`config.mk`:
```
export PLATFORM = sky130hd
export DESIGN_NAME = fetch_unit
export DESIGN_NICKNAME = d
export VERILOG_FILES = /design/src/rtl/cpu_pkg.sv /design/src/rtl/branch_lut.sv /design/src/rtl/fetch_unit.sv
export SDC_FILE = /design/constraint.sdc
export NUM_CORES = 1
export LEC_CHECK = 0
export BUFFER_PORTS_ARGS = -buffer_cell sky130_fd_sc_hd__buf_2
export CAP_MARGIN = 40
export CORE_ASPECT_RATIO = 1.1
export CORE_UTILIZATION = 53
export DETAILED_ROUTE_END_ITERATION = 10
export GPL_TIMING_DRIVEN = 0
export HOLD_SLACK_MARGIN = 0.12
export PLACE_DENSITY = 0.81
export SKIP_CTS_REPAIR_TIMING = 1
export SLEW_MARGIN = 20
export SYNTH_ARGS = -nofsm -noshare
export SYNTH_HDL_FRONTEND = slang
export SYNTH_SLANG_ARGS = --single-unit
```
`constraint.sdc`:
```
create_clock -name clk_i -period 2.7 [get_ports clk_i]
set_input_delay 0.54 -clock clk_i [delete_from_list [all_inputs] [get_ports clk_i]]
set_output_delay 0.54 -clock clk_i [all_outputs]
set_load 0.05 [all_outputs]
```
`src/rtl/cpu_pkg.sv`:
```
// Shared definitions for the 9-bit machine: widths, opcode map, fetch FSM states.
package cpu_pkg;

  localparam int unsigned PC_W      = 10;
  localparam int unsigned IW        = 9;
  localparam int unsigned LUT_IDX_W = 3;

  typedef enum logic [2:0] {
    OpAnd   = 3'b000,
    OpAdd   = 3'b001,
    OpXor   = 3'b010,
    OpBne   = 3'b011,
    OpLs    = 3'b100,
    OpRs    = 3'b101,
    OpLoad  = 3'b110,
    OpStore = 3'b111
  } opcode_t;

  typedef enum logic [1:0] {
    StIdle = 2'b00,
    StRun  = 2'b01,
    StHalt = 2'b10
  } fetch_state_t;

  // bne carries its branch-target index in the low bits of the word
  function automatic logic [LUT_IDX_W-1:0] lut_idx(input logic [IW-1:0] instr);
    return instr[LUT_IDX_W-1:0];
  endfunction

endpackage

```
`src/rtl/branch_lut.sv`:
```
// Branch target table: maps a 3-bit label index to an absolute PC.
// This table mirrors the assembler's label map; keep the two in sync.
module branch_lut
  import cpu_pkg::*;
(
  input  logic [LUT_IDX_W-1:0] idx_i,
  output logic [PC_W-1:0]      target_o
);

  // Combinational label lookup
  always_comb begin
    target_o = '0;
    case (idx_i)
      3'd0:    target_o = 10'h000;
      3'd1:    target_o = 10'h004;
      3'd2:    target_o = 10'h010;
      3'd3:    target_o = 10'h3ff;
      3'd4:    target_o = 10'h100;
      3'd5:    target_o = 10'h020;
      3'd6:    target_o = 10'h055;
      3'd7:    target_o = 10'h200;
      default: target_o = '0;
    endcase
  end

endmodule

```
`src/rtl/fetch_unit.sv`:
```
// Fetch unit: owns the PC, drives instruction memory, resolves sequential and
// bne targets, sequences IDLE -> RUN -> HALT and counts retired instructions.
module fetch_unit
  import cpu_pkg::*;
#(
  parameter int unsigned CNT_W = 16
) (
  input  logic             clk_i,
  input  logic             reset_i,
  input  logic             start_i,
  input  logic [PC_W-1:0]  start_addr_i,
  input  logic [PC_W-1:0]  end_addr_i,
  input  logic             stall_i,
  input  logic             branch_i,
  input  logic             not_equal_i,
  input  logic [IW-1:0]    imem_data_i,
  output logic [PC_W-1:0]  imem_addr_o,
  output logic [IW-1:0]    instr_o,
  output logic             running_o,
  output logic             done_o,
  output logic [CNT_W-1:0] inst_count_o
);

  fetch_state_t     state_q;
  logic [PC_W-1:0]  pc_q, pc_d;
  logic [CNT_W-1:0] cnt_q, cnt_d;
  logic             running_q, done_q;
  logic [PC_W-1:0]  lut_target;
  logic             halt_now;

  branch_lut u_branch_lut (
    .idx_i    (lut_idx(instr_o)),
    .target_o (lut_target)
  );

  // Decoder never sees stale opcodes outside RUN
  assign instr_o = running_q ? imem_data_i : '0;

  // Next-PC resolution, saturating retire count and halt detection
  always_comb begin
    pc_d  = pc_q + PC_W'(1);
    if (branch_i && not_equal_i) begin
      pc_d = lut_target;
    end
    cnt_d = (&cnt_q) ? cnt_q : cnt_q + CNT_W'(1);
    // pc_q can only equal end_addr in RUN when the program started there
    halt_now = (pc_d == end_addr_i) || (pc_q == end_addr_i);
  end

  // Fetch FSM with registered status outputs
  always_ff @(posedge clk_i or posedge reset_i) begin
    if (reset_i) begin
      state_q   <= StIdle;
      pc_q      <= '0;
      cnt_q     <= '0;
      running_q <= 1'b0;
      done_q    <= 1'b0;
    end else begin
      case (state_q)
        StIdle, StHalt: begin
          if (start_i) begin
            state_q   <= StRun;
            pc_q      <= start_addr_i;
            cnt_q     <= '0;
            running_q <= 1'b1;
            done_q    <= 1'b0;
          end
        end
        StRun: begin
          if (!stall_i) begin
            pc_q  <= pc_d;
            cnt_q <= cnt_d;
            if (halt_now) begin
              state_q   <= StHalt;
              running_q <= 1'b0;
              done_q    <= 1'b1;
            end
          end
        end
        default: begin
          state_q   <= StIdle;
          running_q <= 1'b0;
          done_q    <= 1'b0;
        end
      endcase
    end
  end

  assign imem_addr_o  = pc_q;
  assign running_o    = running_q;
  assign done_o       = done_q;
  assign inst_count_o = cnt_q;

endmodule

```
Word level (Yosys, flattened, before mapping)
Memory sizes are Yosys's and may differ from the RTL's. Cells that the tools add are included.

Memories kept: 1. Bits in registers: 30. ROM bits: 80.

Mux-type cells: 21. Equality and inequality tests: 8. Add/subtract/negate cells: 2. Reductions and logical operators: 9.

Memory list: (name not given) (depth 8, width 10, rd ports 1, clocked after Yosys merged registers in 0, wr ports 0, RTL line branch_lut.sv:13) `case (idx_i)`.

Operators by type and width (number): $mux 16 (3); $pmux 16 s2 (1); $mux 10 (3); $eq 10x10->1 (2); $pmux 10 s2 (1); $add 16x1->16 const B (1); $reduce_and 16->1 (1); $add 10x1->10 const B (1); $mux 9 (1); $ne 2x2->1 const B (4); $mux 1 (6); $mux 2 (3); $reduce_and 3->1 (2); $pmux 1 s2 (2); $pmux 2 s2 (1); $reduce_and 4->1 (1); $eq 2x1->1 const B (1); $eq 2x2->1 const B (1); $logic_not 2->1 (1); $reduce_bool 2->1 (1); $reduce_or 2->1 (1); $logic_and 1x1->1 (1); $logic_or 1x1->1 (1).

Logic depth before layout (Yosys ltp)
Gate-level depths: netlist of run 1. An unclocked memory read counts as a cell.

Depth in word-level cells: 8. Mapped depth: 9. Depth with buffers taken out: 8.

Cells and area by module
A second synthesis of run 1 with hierarchy kept.

Cells, all modules: 304. Area total of the unflattened synthesis: 2468.6 µm².

Modules (own cells, without submodules): fetch_unit (seq. area each 725.7 µm², cells each 288, times used 1, area each 2358.5 µm²); branch_lut (seq. area each 0.0 µm², cells each 16, times used 1, area each 110.1 µm²).

Worst setup path after synthesis of run 1
OpenSTA, ideal clock, no wires.

Kind: reg2reg. Start point: register pc_q[0], in the netlist imem_addr_o[0]. End point: register running_q, in the netlist running_o. Slack: 27 ps. Path buffers: 0. Arrival: 2539 ps. Cell stages (with the launch flop): 9. Data required time: 2567 ps. Clock period less this slack: 2673 ps. Library setup time: 133 ps. Cells stage by stage: dfrtp_1 ha_1 nand3_1 nand3_1 a21oi_1 or4_1 a2111o_1 o311ai_1 nand3_1.

Word-level cells in the longest chain between the ends: 6.

Ends and longest elaborated chain: start: declaration (RTL line fetch_unit.sv:25) `logic [PC_W-1:0] pc_q, pc_d;`; start signal: assignment (RTL line fetch_unit.sv:63) `pc_q <= start_addr_i;`; start signal: assignment (RTL line fetch_unit.sv:71) `pc_q <= pc_d;`; $add 10x1->10 (RTL line fetch_unit.sv:41) `pc_d = pc_q + PC_W'(1);`; $mux 10 (RTL line fetch_unit.sv:42) `if (branch_i && not_equal_i) begin`; $eq 10x10->1 (RTL line fetch_unit.sv:47) `halt_now = (pc_d == end_addr_i) || (pc_q == end_addr_i);`; $logic_or 1x1->1 * (RTL line fetch_unit.sv:47); $ne 2x2->1 (no source line) *; $reduce_and 3->1 (no source line) *; end signal: assignment (RTL line fetch_unit.sv:56) `running_q <= 1'b0;`; end signal: assignment (RTL line fetch_unit.sv:65) `running_q <= 1'b1;`; end signal: assignment (RTL line fetch_unit.sv:75) `running_q <= 1'b0;`; end: declaration (RTL line fetch_unit.sv:27) `logic running_q, done_q;`.

Mark *: on every way between the ends. The rest lies on a longest branch, timed or not. A chain may end at the register's enable or synchronous reset.

Worst setup path in the final report of run 1
Same ends and word-level chain as after synthesis.

==> report_table.html, run 1 <==
<table>
<tr><th>Metric</th><th>Value</th></tr>
<tr><th colspan="2">Placed design</th></tr>
<tr><td>Number of buffer cells added on primary ports</td><td>between 60 and 70</td></tr>
<tr><td>Pre-CTS worst setup slack</td><td>-44.7 ps</td></tr>
<tr><td>HPWL after DPL</td><td>~5800 um</td></tr>
<tr><td>Gp weighted congestion</td><td>about 0.92</td></tr>
<tr><th colspan="2">Timing</th></tr>
<tr><td>Final period utilization</td><td>0.977</td></tr>
<tr><td>Maximum clock frequency</td><td>~380 MHz</td></tr>
<tr><td>Min Tclk post-route</td><td>~2600 ps</td></tr>
<tr><td>Setup repair after global routing missed its margin</td><td>false</td></tr>
<tr><td>Final hold viol count</td><td>0</td></tr>
<tr><td>Max-Slew Margin vs Limit</td><td>0.585</td></tr>
<tr><td>Max-slew violations</td><td>0</td></tr>
<tr><td>Final setup skew</td><td>4.54 ps</td></tr>
<tr><td>Setup WS post-layout</td><td>roughly 62 ps</td></tr>
<tr><td>Setup violations, final</td><td>0</td></tr>
<tr><td>Slew @ Worst Pin</td><td>between 600 and 700 ps</td></tr>
<tr><th colspan="2">Power</th></tr>
<tr><td>Power Internal</td><td>1.63 mW</td></tr>
<tr><td>Clock network power share</td><td>0.133</td></tr>
<tr><td>Net switching component of the power</td><td>about 1.9 mW</td></tr>
<tr><td>Peak supply drop</td><td>about 0.00089 V</td></tr>
<tr><td>Switching share of power</td><td>0.541</td></tr>
<tr><td>Sequential share of power</td><td>0.210</td></tr>
<tr><td>Power density relative to cell area</td><td>around 1200 mW/mm2</td></tr>
<tr><td>Combinational fraction of design power</td><td>0.657</td></tr>
<tr><td>Leak pwr</td><td>1.36 nW</td></tr>
<tr><th colspan="2">Synth</th></tr>
<tr><td>Sequential fraction of the synthesis area</td><td>0.289</td></tr>
<tr><td>Cell type with the highest aggregate area in the netlist</td><td>dfrtp_1</td></tr>
<tr><td>Dominant synthesized flop cell</td><td>dfrtp_1</td></tr>
<tr><td>Post-synthesis simple-gate area fraction</td><td>0.315</td></tr>
<tr><td>Mean instance size in the synthesized netlist</td><td>approximately 8 um2</td></tr>
<tr><td>Post-synth design cell area</td><td>roughly 0.0025 mm2</td></tr>
<tr><td>Mux cell area share after synthesis</td><td>0.00847</td></tr>
<tr><td>Synthesized-area fraction occupied by adder cells</td><td>0.00996</td></tr>
<tr><td>Number of distinct library cell variants in the gate-level netlist after synthesis</td><td>between 60 and 70</td></tr>
<tr><td>Compound-cell area share of the yosys netlist</td><td>0.220</td></tr>
<tr><td>Cells taking the most area after synthesis</td><td>dfrtp_1, xor2_1, nor2_1</td></tr>
<tr><td>Ys async rst share</td><td>1.00</td></tr>
<tr><td>Number of enable flip-flop cells after synthesis</td><td>0</td></tr>
<tr><td>Flops &amp; latches, synth</td><td>29</td></tr>
<tr><td>Post-synthesis xor/xnor area fraction</td><td>0.105</td></tr>
<tr><td>Net count after synthesis</td><td>350</td></tr>
<tr><td>Warnings from Yosys</td><td>0</td></tr>
<tr><td>Combinational family with the most area after synthesis</td><td>simple AND/OR/NAND/NOR gates</td></tr>
<tr><td>Mapped Cells</td><td>313</td></tr>
<tr><td>Area fraction of the dominant cell type after synthesis</td><td>0.289</td></tr>
<tr><th colspan="2">Worst setup path</th></tr>
<tr><td>Reg-to-reg startpoint</td><td>imem_addr_o[0]</td></tr>
<tr><td>Category of the worst setup path launch point</td><td>flip-flop</td></tr>
<tr><td>Crit path capture type</td><td>flip-flop</td></tr>
<tr><td>Critical Path AT</td><td>approximately 2800 ps</td></tr>
<tr><td>Critical Path RT</td><td>roughly 2900 ps</td></tr>
<tr><td>Source of the critical timing path</td><td>imem_addr_o[0]</td></tr>
<tr><td>Highest net fanout along the worst path</td><td>9</td></tr>
<tr><td>Critical setup path kind</td><td>reg2reg</td></tr>
<tr><th colspan="2">Floorplanning</th></tr>
<tr><td>Cell Rows</td><td>25</td></tr>
<tr><td>Initial core utilization</td><td>0.570</td></tr>
<tr><td>I/O pin cnt</td><td>72</td></tr>
<tr><td>Die W</td><td>~68 um</td></tr>
<tr><td>Placeable core region</td><td>0.00441 mm2</td></tr>
<tr><td>Die ar.</td><td>~0.0050 mm2</td></tr>
<tr><td>Die Height</td><td>~74 um</td></tr>
<tr><th colspan="2">Clock network</th></tr>
<tr><td>Cts bufs inserted</td><td>5</td></tr>
<tr><td>Clock sink count</td><td>29</td></tr>
<tr><td>Clock input transition at the sequential cells of the worst setup and hold paths</td><td>approximately 70 ps</td></tr>
<tr><td>TritonCTS clock tree</td><td>done</td></tr>
<tr><td>Clk_lat worst skew</td><td>approximately 280 ps</td></tr>
<tr><td>Maximum number of buffers from clock root to sink</td><td>2</td></tr>
<tr><td>Root Buffer</td><td>clkbuf_8</td></tr>
<tr><td>Number of H-tree branching levels</td><td>2</td></tr>
<tr><th colspan="2">Global routing</th></tr>
<tr><td>Number of global-route vias before repair</td><td>between 2,000 and 2,500</td></tr>
<tr><td>Total congestion overflow</td><td>0</td></tr>
<tr><td>Wire length of the first global-routing pass</td><td>~12,000 um</td></tr>
<tr><td>GR Util All Layers</td><td>0.313</td></tr>
<tr><td>Initial antenna violation count</td><td>0</td></tr>
<tr><td>Largest net degree at the start of global routing</td><td>17</td></tr>
<tr><th colspan="2">Finish</th></tr>
<tr><td>Share of the core filled with cells in the final layout</td><td>0.696</td></tr>
<tr><td>Total inserted antenna cells</td><td>0</td></tr>
<tr><td>Area added between synthesis and finish</td><td>22.3%</td></tr>
<tr><td>Share of final-layout standard cells stronger than drive strength 1</td><td>0.269</td></tr>
<tr><td>Net count of the finished layout</td><td>427</td></tr>
<tr><td>Count of fill cells added during filler insertion</td><td>387</td></tr>
<tr><th colspan="2">Route</th></tr>
<tr><td>Detailed-route wire length per cell</td><td>roughly 17 um</td></tr>
<tr><td>Initial DRT Pass Iterations</td><td>5</td></tr>
<tr><td>Drt total wl</td><td>7380 um</td></tr>
<tr><td>Detailed router's first-iteration violation count</td><td>190</td></tr>
<tr><td>Remaining antenna violation count after routing</td><td>0</td></tr>
<tr><td>Via-to-Cell Ratio</td><td>~6</td></tr>
<tr><td>Drc violations</td><td>0</td></tr>
<tr><td>Number of vias in the routed layout</td><td>roughly 2,700</td></tr>
<tr><th colspan="2">Run status</th></tr>
<tr><td>Result of the run</td><td>finished clean</td></tr>
<tr><th colspan="2">Run</th></tr>
<tr><td>Number of max-capacitance violations reported</td><td>0</td></tr>
<tr><th colspan="2">Min path</th></tr>
<tr><td>Hold WC Path Type</td><td>in2async</td></tr>
</table>
-- synthesized netlist by cell type, types with 2 or more instances --
library cell	n
nor3_1	4
or2_2	3
or3_1	7
a21oi_1	19
o21ai_0	16
o22ai_1	2
ha_1	2
nand2_1	27
nand2b_1	2
and3_1	5
and4_1	3
nor2_1	31
nor2b_1	7
a211oi_1	5
o41ai_1	2
clkbuf_1	12
dfrtp_1	29
xor2_1	19
nand3_2	2
nand3_1	16
a31oi_1	3
xnor2_1	11
nor4_1	4
inv_1	5
o21a_1	4
a2111oi_0	2
buf_4	2
buf_6	4
o21bai_1	2
nand4_1	11
and2_1	10
o31ai_1	6
-- state kept, by name, summed over array words and instances (netlist names) --
name          cells
inst_count_o     16
imem_addr_o      10
state_q           2
running_o         1
-- power by group through the flow --
stage,clock network (mW),logic [mW],registers [mW]
after floorplan,0,1.37,1.12
after global placement,0,2.28,0.736
after detailed placement,0,2.30,0.743
after CTS,0.476,2.31,0.737
after global routing,0.496,2.51,0.766
final,0.470,2.33,0.744
-- area by class of cell --
| type | count | area, um2 | area share |
|---|---|---|---|
| tap | 54 | 67.6 | 0.0220 |
| multi-input combinational | 259 | 1650 | 0.538 |
| timing repair buffer | 70 | 373 | 0.121 |
| clock buffer | 7 | 86.3 | 0.0281 |
| clock inverter | 1 | 30.0 | 0.00978 |
| sequential | 29 | 728 | 0.237 |
| buffer | 20 | 114 | 0.0371 |
| inverter | 5 | 18.8 | 0.00611 |
-- through the flow --
stage | power [mW] | cells | TNS (ps) | hold slack [ps] | instance area (um2)
2_1_floorplan | 2.49 | 313 | 0 | 560 | 2510
3_3_place_gp | 3.02 | 436 | -23.5 | 526 | 2930
3_5_place_dp | 3.05 | 437 | -46.6 | 528 | 2950
4_1_cts | 3.52 | 445 | 0 | 341 | 3070
5_1_grt | 3.77 | 445 | 0 | 381 | 3070
6_report | 3.54 | 445 | 0 | 331 | 3070
-- metal layers --
layer | global-route usage | vias up | share of wire
li1 | - | 1299 | -
met5 | 0 | - | 0
met2 | 0.505 | 95 | 0.48
met1 | 0.426 | 1259 | 0.45
met4 | 0.113 | 0 | 0.022
met3 | 0.0429 | 17 | 0.048
-- final timing paths --
| check | endpoint | slack [ps] | cells after the start |
|---|---|---|---|
| min | state_q[1] | 330 | 2 |
| max reg2reg | running_o | 60 | 8 |
| min reg2reg | inst_count_o[6] | 540 | 1 |
| max | running_o | 60 | 8 |
| min in group clk_i | running_o | 510 | 3 |
| max in group asynchronous | imem_addr_o[1] | 1850 | 3 |
-- placed cells by master (no fill, tap or decap), drive strengths merged, types with 2 or more instances in the layout --
master	netlist	layout
or4	2	2
nor4	4	4
dfrtp	29	29
nand4	11	11
buf	8	78
clkbuf	12	19
inv	5	5
a21oi	19	19
o41ai	2	2
nor2	32	32
ha	2	2
xnor2	11	11
o21bai	2	2
or3	8	8
xor2	19	19
nand2	28	28
nand2b	2	2
o311ai	2	2
and2	12	12
o22ai	2	2
a2111oi	4	4
a211oi	5	5
and3	5	5
nor3	4	4
o21ai	18	18
and4	4	4
nand3	19	19
or2	3	3
o31ai	6	6
o21a	4	4
a31oi	4	4
nor2b	7	7
-- critical path, stage by stage (launching register included) --
cell,delay (ps)
dfrtp_2,460
ha_1,260
nand3_1,210
nand3_1,150
a21oi_1,110
or4_1,540
a2111o_1,360
o311ai_1,310
nand3_1,110
-- logic make-up after synthesis --
| group | after synthesis |
|---|---|
| flops | 29 |
| mux | 2 |
| fa+ha+maj | 2 |
| simple gates | 145 |
| compound gates | 80 |
| buf+inv | 25 |
| xor+xnor | 30 |
Note: power is estimated with default switching activity, not from simulation.
==> run 2: changes to the inputs <==
--- a/config.mk
+++ b/config.mk
@@ -7,12 +7,15 @@
 export LEC_CHECK = 0
 export BUFFER_PORTS_ARGS = -buffer_cell sky130_fd_sc_hd__buf_2
 export CAP_MARGIN = 40
+export CELL_PAD_IN_SITES_DETAIL_PLACEMENT = 0
+export CELL_PAD_IN_SITES_GLOBAL_PLACEMENT = 1
 export CORE_ASPECT_RATIO = 1.1
-export CORE_UTILIZATION = 53
+export CORE_UTILIZATION = 38
+export CTS_CLUSTER_DIAMETER = 30
 export DETAILED_ROUTE_END_ITERATION = 10
 export GPL_TIMING_DRIVEN = 0
 export HOLD_SLACK_MARGIN = 0.12
-export PLACE_DENSITY = 0.81
+export PLACE_DENSITY_LB_ADDON = 0.08
 export SKIP_CTS_REPAIR_TIMING = 1
 export SLEW_MARGIN = 20
 export SYNTH_ARGS = -nofsm -noshare
==> run 2 against run 1 <==
Setup slack better by 86 ps. Cell area up 1.5%. Critical endpoint unchanged. Power up 0.66%. Non-clock buffer count up 6. Maximum frequency up 3.4%. Clock power down 15%. Worst hold slack better by 12 ps. Wire length up 5.7%. Utilization down 20 points. Final cell count up 7.2%.
==> report_table.html, run 2 (same netlist as run 1, synthesis figures left out) <==
<table>
<tr><th>Metric</th><th>Value</th></tr>
<tr><th colspan="2">Run status</th></tr>
<tr><td>Result of the run</td><td>finished clean</td></tr>
<tr><th colspan="2">Finish</th></tr>
<tr><td>Total inserted antenna cells</td><td>0</td></tr>
<tr><td>Count of fill cells added during filler insertion</td><td>642</td></tr>
<tr><td>Share of the core filled with cells in the final layout</td><td>0.497</td></tr>
<tr><td>Leading cell type in the layout, fill and taps excluded</td><td>buf_2</td></tr>
<tr><td>Max reg flops</td><td>16</td></tr>
<tr><td>Net count of the finished layout</td><td>433</td></tr>
<tr><td>Share of final-layout standard cells stronger than drive strength 1</td><td>0.287</td></tr>
<tr><td>Number of non-filler instances in the completed layout</td><td>477</td></tr>
<tr><td>Area added between synthesis and finish</td><td>24.1%</td></tr>
<tr><td>Most frequent cells in the layout</td><td>buf_2, nor2_1, nand2_1, dfrtp_1</td></tr>
<tr><th colspan="2">Clock network</th></tr>
<tr><td>Maximum number of buffers from clock root to sink</td><td>2</td></tr>
<tr><td>Clock sink count</td><td>29</td></tr>
<tr><td>Root Buffer</td><td>clkbuf_8</td></tr>
<tr><td>Number of H-tree branching levels</td><td>2</td></tr>
<tr><td>TritonCTS clock tree</td><td>done</td></tr>
<tr><td>Cts bufs inserted</td><td>5</td></tr>
<tr><td>Clk_lat worst skew</td><td>between 200 and 300 ps</td></tr>
<tr><td>Clock input transition at the sequential cells of the worst setup and hold paths</td><td>~70 ps</td></tr>
<tr><th colspan="2">Route</th></tr>
<tr><td>Drt total wl</td><td>between 7000 and 8000 um</td></tr>
<tr><td>Drc violations</td><td>0</td></tr>
<tr><td>Detailed router's first-iteration violation count</td><td>between 100 and 150</td></tr>
<tr><td>Via-to-Cell Ratio</td><td>~5.6</td></tr>
<tr><td>Initial DRT Pass Iterations</td><td>4</td></tr>
<tr><td>Detailed-route wire length per cell</td><td>about 16 um</td></tr>
<tr><td>Remaining antenna violation count after routing</td><td>0</td></tr>
<tr><td>Number of vias in the routed layout</td><td>2,675</td></tr>
<tr><th colspan="2">Power</th></tr>
<tr><td>Total power</td><td>3.57 mW</td></tr>
<tr><td>Power density relative to cell area</td><td>roughly 1100 mW/mm2</td></tr>
<tr><td>Peak supply drop</td><td>just over 0.0006 V</td></tr>
<tr><td>Leak pwr</td><td>around 1.4 nW</td></tr>
<tr><th colspan="2">Floorplanning</th></tr>
<tr><td>Initial core utilization</td><td>0.401</td></tr>
<tr><td>Die Height</td><td>87.3 um</td></tr>
<tr><td>Placeable core region</td><td>about 0.0063 mm2</td></tr>
<tr><td>I/O pin cnt</td><td>a little over 70</td></tr>
<tr><td>Cell Rows</td><td>30</td></tr>
<tr><td>Die W</td><td>approximately 80 um</td></tr>
<tr><td>Die ar.</td><td>approximately 0.007 mm2</td></tr>
<tr><th colspan="2">Worst setup path</th></tr>
<tr><td>Critical register-to-register path endpoint</td><td>running_o</td></tr>
<tr><td>Category of the worst setup path launch point</td><td>flip-flop</td></tr>
<tr><td>Reg-to-reg startpoint</td><td>imem_addr_o[0]</td></tr>
<tr><td>Highest net fanout along the worst path</td><td>6</td></tr>
<tr><td>Crit path capture type</td><td>flip-flop</td></tr>
<tr><td>Slack of the worst reg-to-reg path</td><td>between 100 and 150 ps</td></tr>
<tr><td>Critical setup path kind</td><td>reg2reg</td></tr>
<tr><td>Critical Path AT</td><td>2700 ps</td></tr>
<tr><td>Critical Path RT</td><td>around 2900 ps</td></tr>
<tr><td>Length in cells of the worst reg-to-reg path</td><td>8</td></tr>
<tr><th colspan="2">Global routing</th></tr>
<tr><td>Initial antenna violation count</td><td>0</td></tr>
<tr><td>Total congestion overflow</td><td>0</td></tr>
<tr><td>Number of global-route vias before repair</td><td>between 2,000 and 2,500</td></tr>
<tr><td>GR Util All Layers</td><td>0.232</td></tr>
<tr><td>Wire length of the first global-routing pass</td><td>around 12,000 um</td></tr>
<tr><td>Largest net degree at the start of global routing</td><td>30</td></tr>
<tr><th colspan="2">Timing</th></tr>
<tr><td>Final hold viol count</td><td>0</td></tr>
<tr><td>Final period utilization</td><td>0.945</td></tr>
<tr><td>Final setup skew</td><td>6.48 ps</td></tr>
<tr><td>Maximum clock frequency</td><td>roughly 390 MHz</td></tr>
<tr><td>Setup violations, final</td><td>0</td></tr>
<tr><td>Worst hold slack across all endpoints</td><td>about 340 ps</td></tr>
<tr><td>Max-Slew Margin vs Limit</td><td>0.573</td></tr>
<tr><td>Setup repair after global routing missed its margin</td><td>false</td></tr>
<tr><td>Max-slew violations</td><td>0</td></tr>
<tr><td>Slew @ Worst Pin</td><td>roughly 640 ps</td></tr>
<tr><td>Min Tclk post-route</td><td>around 2600 ps</td></tr>
<tr><th colspan="2">Placed design</th></tr>
<tr><td>Number of buffer cells added on primary ports</td><td>between 60 and 70</td></tr>
<tr><td>Gp weighted congestion</td><td>0.820</td></tr>
<tr><td>HPWL after DPL</td><td>5880 um</td></tr>
<tr><td>Number of cells in the design after placement</td><td>between 400 and 500</td></tr>
<tr><th colspan="2">Min path</th></tr>
<tr><td>Hold WC Path Type</td><td>in2async</td></tr>
<tr><th colspan="2">Run</th></tr>
<tr><td>Number of max-capacitance violations reported</td><td>0</td></tr>
</table>
## run 2: report_power, final
group / switching [mW] / internal, mW / total [mW]
logic: 1.63 / 0.813 / 2.44
registers: 0.160 / 0.570 / 0.729
clock network: 0.168 / 0.230 / 0.398
total: 1.95 / 1.61 / 3.57
## run 2: worst max-delay path by stage
stage | startpoint | to | slack (ps) | depth (start not counted)
global placement | branch_i | state_q[1] | -130 | 9
finish | imem_addr_o[0] | running_o | 150 | 8
global route | imem_addr_o[0] | running_o | 30 | 8
CTS | imem_addr_o[0] | running_o | -40 | 8
detailed placement | branch_i | state_q[1] | -80 | 9
floorplan | imem_addr_o[0] | running_o | 30 | 8
## run 2: metrics by stage
step / cell area (um2) / setup slack, ps / TNS, ps
floorplan: 2510 / 27.4 / 0
global placement: 2960 / -134 / -252
detailed placement: 2960 / -83.9 / -123
CTS: 3060 / -35.9 / -35.9
global route: 3120 / 32.1 / 0
finish: 3120 / 148 / 0
## run 2: layout make-up
cell class | count | area [um2] | area share
Clock inverter | 1 | 5.00 | 0.00161
Tap cell | 80 | 100 | 0.0321
Sequential cell | 29 | 728 | 0.234
Buffer | 20 | 114 | 0.0365
Clock buffer | 7 | 96.3 | 0.0309
Timing Repair Buffer | 76 | 398 | 0.128
Multi-Input combinational cell | 259 | 1660 | 0.532
Inverter | 5 | 18.8 | 0.00602
## run 2: critical path, cell delays in order (launching register included)
cell      delay (ps)
dfrtp_2          430
ha_2             230
nand3_1          160
nand3_1          120
a21oi_1          130
or4_1            550
a2111o_1         360
o311ai_1         340
nand3_1          110
## run 2: metal layers
metal,part of all wire,vias to the layer above,global-route usage
met1,0.45,1260,0.309
met4,0.029,0,0.114
met3,0.044,18,0.0377
met2,0.47,81,0.362
li1,-,1316,-
met5,0,-,0
==> run 3: changes to the inputs <==
--- a/config.mk
+++ b/config.mk
@@ -9,10 +9,11 @@
 export CAP_MARGIN = 40
 export CELL_PAD_IN_SITES_DETAIL_PLACEMENT = 0
 export CELL_PAD_IN_SITES_GLOBAL_PLACEMENT = 1
-export CORE_ASPECT_RATIO = 1.1
+export CORE_ASPECT_RATIO = 2
 export CORE_UTILIZATION = 38
 export CTS_CLUSTER_DIAMETER = 30
 export DETAILED_ROUTE_END_ITERATION = 10
+export GPL_ROUTABILITY_DRIVEN = 0
 export GPL_TIMING_DRIVEN = 0
 export HOLD_SLACK_MARGIN = 0.12
 export PLACE_DENSITY_LB_ADDON = 0.08
==> run 3 against run 2 <==
Setup slack got worse by 30 ps. Clock power rose by 32%. First-iteration DRC count rose by 9.4%. Global-route usage rose by 2.4 points. Non-clock buffer count fell by 3. Clock-buffer cell count fell by 1. Power rose by 4.2%. Clock skew barely moved. Final cell count rose by 0.63%. Maximum frequency fell by 1.2%. Critical path type unchanged. Critical endpoint unchanged. Largest cell class unchanged.
==> report_table.html, run 3 (same netlist as run 1, synthesis figures left out) <==
<table>
<tr><th>Metric</th><th>Value</th></tr>
<tr><th colspan="2">Worst setup path</th></tr>
<tr><td>Reg-to-reg startpoint</td><td>imem_addr_o[0]</td></tr>
<tr><td>Category of the worst setup path launch point</td><td>flip-flop</td></tr>
<tr><td>Worst setup path endpoint</td><td>running_o</td></tr>
<tr><td>Source of the critical timing path</td><td>imem_addr_o[0]</td></tr>
<tr><td>Slack of the worst reg-to-reg path</td><td>around 120 ps</td></tr>
<tr><td>Critical Path RT</td><td>2850 ps</td></tr>
<tr><td>Length in cells of the worst reg-to-reg path</td><td>8</td></tr>
<tr><td>Crit path capture type</td><td>flip-flop</td></tr>
<tr><td>Critical Path AT</td><td>between 2000 and 3000 ps</td></tr>
<tr><td>Critical setup path kind</td><td>reg2reg</td></tr>
<tr><td>Critical register-to-register path endpoint</td><td>running_o</td></tr>
<tr><td>Highest net fanout along the worst path</td><td>8</td></tr>
<tr><th colspan="2">Clock network</th></tr>
<tr><td>Number of H-tree branching levels</td><td>2</td></tr>
<tr><td>Maximum number of buffers from clock root to sink</td><td>2</td></tr>
<tr><td>Cts bufs inserted</td><td>5</td></tr>
<tr><td>Clk_lat worst skew</td><td>roughly 280 ps</td></tr>
<tr><td>Root Buffer</td><td>clkbuf_16</td></tr>
<tr><td>Clock sink count</td><td>29</td></tr>
<tr><td>Clock input transition at the sequential cells of the worst setup and hold paths</td><td>about 50 ps</td></tr>
<tr><td>TritonCTS clock tree</td><td>done</td></tr>
<tr><th colspan="2">Power</th></tr>
<tr><td>Leak pwr</td><td>roughly 1.4 nW</td></tr>
<tr><td>Power Internal</td><td>between 1.5 and 2 mW</td></tr>
<tr><td>Peak supply drop</td><td>a little under 0.0007 V</td></tr>
<tr><td>Power density relative to cell area</td><td>around 1200 mW/mm2</td></tr>
<tr><td>Combinational fraction of design power</td><td>0.657</td></tr>
<tr><td>Net switching component of the power</td><td>2.00 mW</td></tr>
<tr><td>Sequential share of power</td><td>0.202</td></tr>
<tr><td>Clock network power share</td><td>0.141</td></tr>
<tr><td>Switching share of power</td><td>0.538</td></tr>
<tr><th colspan="2">Global routing</th></tr>
<tr><td>Number of global-route vias before repair</td><td>~2,600</td></tr>
<tr><td>GR Util All Layers</td><td>0.256</td></tr>
<tr><td>Initial antenna violation count</td><td>0</td></tr>
<tr><td>Total congestion overflow</td><td>0</td></tr>
<tr><td>Largest net degree at the start of global routing</td><td>30</td></tr>
<tr><td>Wire length of the first global-routing pass</td><td>around 13,000 um</td></tr>
<tr><th colspan="2">Timing</th></tr>
<tr><td>Max-slew violations</td><td>0</td></tr>
<tr><td>Final period utilization</td><td>0.956</td></tr>
<tr><td>Final hold viol count</td><td>0</td></tr>
<tr><td>Worst hold slack across all endpoints</td><td>between 300 and 400 ps</td></tr>
<tr><td>Max-Slew Margin vs Limit</td><td>0.573</td></tr>
<tr><td>Final setup skew</td><td>6.58 ps</td></tr>
<tr><td>Setup violations, final</td><td>0</td></tr>
<tr><td>Setup WS post-layout</td><td>about 120 ps</td></tr>
<tr><td>Maximum clock frequency</td><td>around 390 MHz</td></tr>
<tr><td>Setup repair after global routing missed its margin</td><td>false</td></tr>
<tr><td>Slew @ Worst Pin</td><td>between 600 and 700 ps</td></tr>
<tr><td>Min Tclk post-route</td><td>between 2000 and 3000 ps</td></tr>
<tr><th colspan="2">Placed design</th></tr>
<tr><td>Number of buffer cells added on primary ports</td><td>approximately 70</td></tr>
<tr><td>Number of cells in the design after placement</td><td>between 400 and 500</td></tr>
<tr><td>HPWL after DPL</td><td>just under 7000 um</td></tr>
<tr><td>Pre-CTS worst setup slack</td><td>-234 ps</td></tr>
<tr><th colspan="2">Route</th></tr>
<tr><td>Drt total wl</td><td>8450 um</td></tr>
<tr><td>Remaining antenna violation count after routing</td><td>0</td></tr>
<tr><td>Drc violations</td><td>0</td></tr>
<tr><td>Initial DRT Pass Iterations</td><td>4</td></tr>
<tr><td>Detailed-route wire length per cell</td><td>around 18 um</td></tr>
<tr><td>Number of vias in the routed layout</td><td>about 2,700</td></tr>
<tr><td>Detailed router's first-iteration violation count</td><td>128</td></tr>
<tr><td>Via-to-Cell Ratio</td><td>approximately 5.6</td></tr>
<tr><th colspan="2">Finish</th></tr>
<tr><td>Net count of the finished layout</td><td>430</td></tr>
<tr><td>Register area</td><td>approximately 730 um2</td></tr>
<tr><td>Combined area of the multi-input logic cells</td><td>0.00168 mm2</td></tr>
<tr><td>Leading cell type in the layout, fill and taps excluded</td><td>buf_2</td></tr>
<tr><td>Count of fill cells added during filler insertion</td><td>approximately 690</td></tr>
<tr><td>Number of non-filler instances in the completed layout</td><td>480</td></tr>
<tr><td>Max reg flops</td><td>16</td></tr>
<tr><td>Most frequent cells in the layout</td><td>buf_2, nor2_1, nand2_1, dfrtp_1</td></tr>
<tr><td>Total inserted antenna cells</td><td>0</td></tr>
<tr><td>Area added between synthesis and finish</td><td>25.8%</td></tr>
<tr><td>Share of final-layout standard cells stronger than drive strength 1</td><td>0.284</td></tr>
<tr><th colspan="2">Floorplanning</th></tr>
<tr><td>Die ar.</td><td>between 0.006 and 0.007 mm2</td></tr>
<tr><td>Die W</td><td>roughly 59 um</td></tr>
<tr><td>I/O pin cnt</td><td>slightly above 70</td></tr>
<tr><td>Cell Rows</td><td>41</td></tr>
<tr><td>Placeable core region</td><td>about 0.0064 mm2</td></tr>
<tr><td>Initial core utilization</td><td>0.395</td></tr>
<tr><td>Die Height</td><td>117 um</td></tr>
<tr><th colspan="2">Run</th></tr>
<tr><td>Number of max-capacitance violations reported</td><td>0</td></tr>
<tr><th colspan="2">Run status</th></tr>
<tr><td>Result of the run</td><td>finished clean</td></tr>
<tr><th colspan="2">Min path</th></tr>
<tr><td>Hold WC Path Type</td><td>in2async</td></tr>
</table>
-- run 3: cell types whose count changed in the layout (fill, tap and decap cells not counted), sizes merged --
cell / delta
buf: -3
clkbuf: -1
clkinv: +1
-- run 3: cell type report --
class                           count  area share
Multi-Input combinational cell    259       0.531
Sequential cell                    29       0.230
Timing Repair Buffer               73       0.119
Clock buffer                        6      0.0408
Buffer                             20      0.0360
Tap cell                           86      0.0340
Inverter                            5     0.00594
Clock inverter                      2     0.00317
-- run 3: how the worst min path moves through the flow --
| stage | from | to | slack, ps | cells past startpoint |
|---|---|---|---|---|
| floorplan | state_q[0] | state_q[0] | 560 | 2 |
| global placement | inst_count_o[1] | inst_count_o[1] | 510 | 2 |
| detailed placement | inst_count_o[1] | inst_count_o[1] | 510 | 2 |
| CTS | reset_i | inst_count_o[2] | 370 | 2 |
| global route | reset_i | inst_count_o[2] | 410 | 2 |
| finish | reset_i | inst_count_o[2] | 350 | 2 |
-- run 3: power groups by stage --
| stage | combinational (mW) | clock, mW | sequential [mW] |
|---|---|---|---|
| floorplan | 1.37 | 0 | 1.12 |
| finish | 2.44 | 0.525 | 0.751 |
| global placement | 2.33 | 0 | 0.756 |
| detailed placement | 2.34 | 0 | 0.760 |
| global route | 2.66 | 0.551 | 0.772 |
| CTS | 2.35 | 0.538 | 0.753 |
-- run 3: stage by stage --
step	area [um2]	TNS, ps	util	total power, mW
after floorplan	2510	0	-	2.49
after global placement	2970	-424	0.466	3.08
after detailed placement	2970	-364	0.466	3.10
after CTS	3100	-350	0.488	3.64
after global routing	3160	0	0.497	3.98
final	3160	0	0.497	3.72
-- run 3: worst max-delay path: stages, from the launching register on --
cell and delay, ps:
dfrtp_2 460, ha_4 210, nand3_2 130, nand3_1 100
a21oi_1 130, or4_1 590, a2111o_1 430, o311ai_2 300
nand3_1 100
-- run 3: layer usage --
metal / routed length, um / GRT usage
met1: 2980 / 0.252
met4: 440 / 0.163
met5: 0 / 0
met3: 324 / 0.0341
met2: 4700 / 0.481
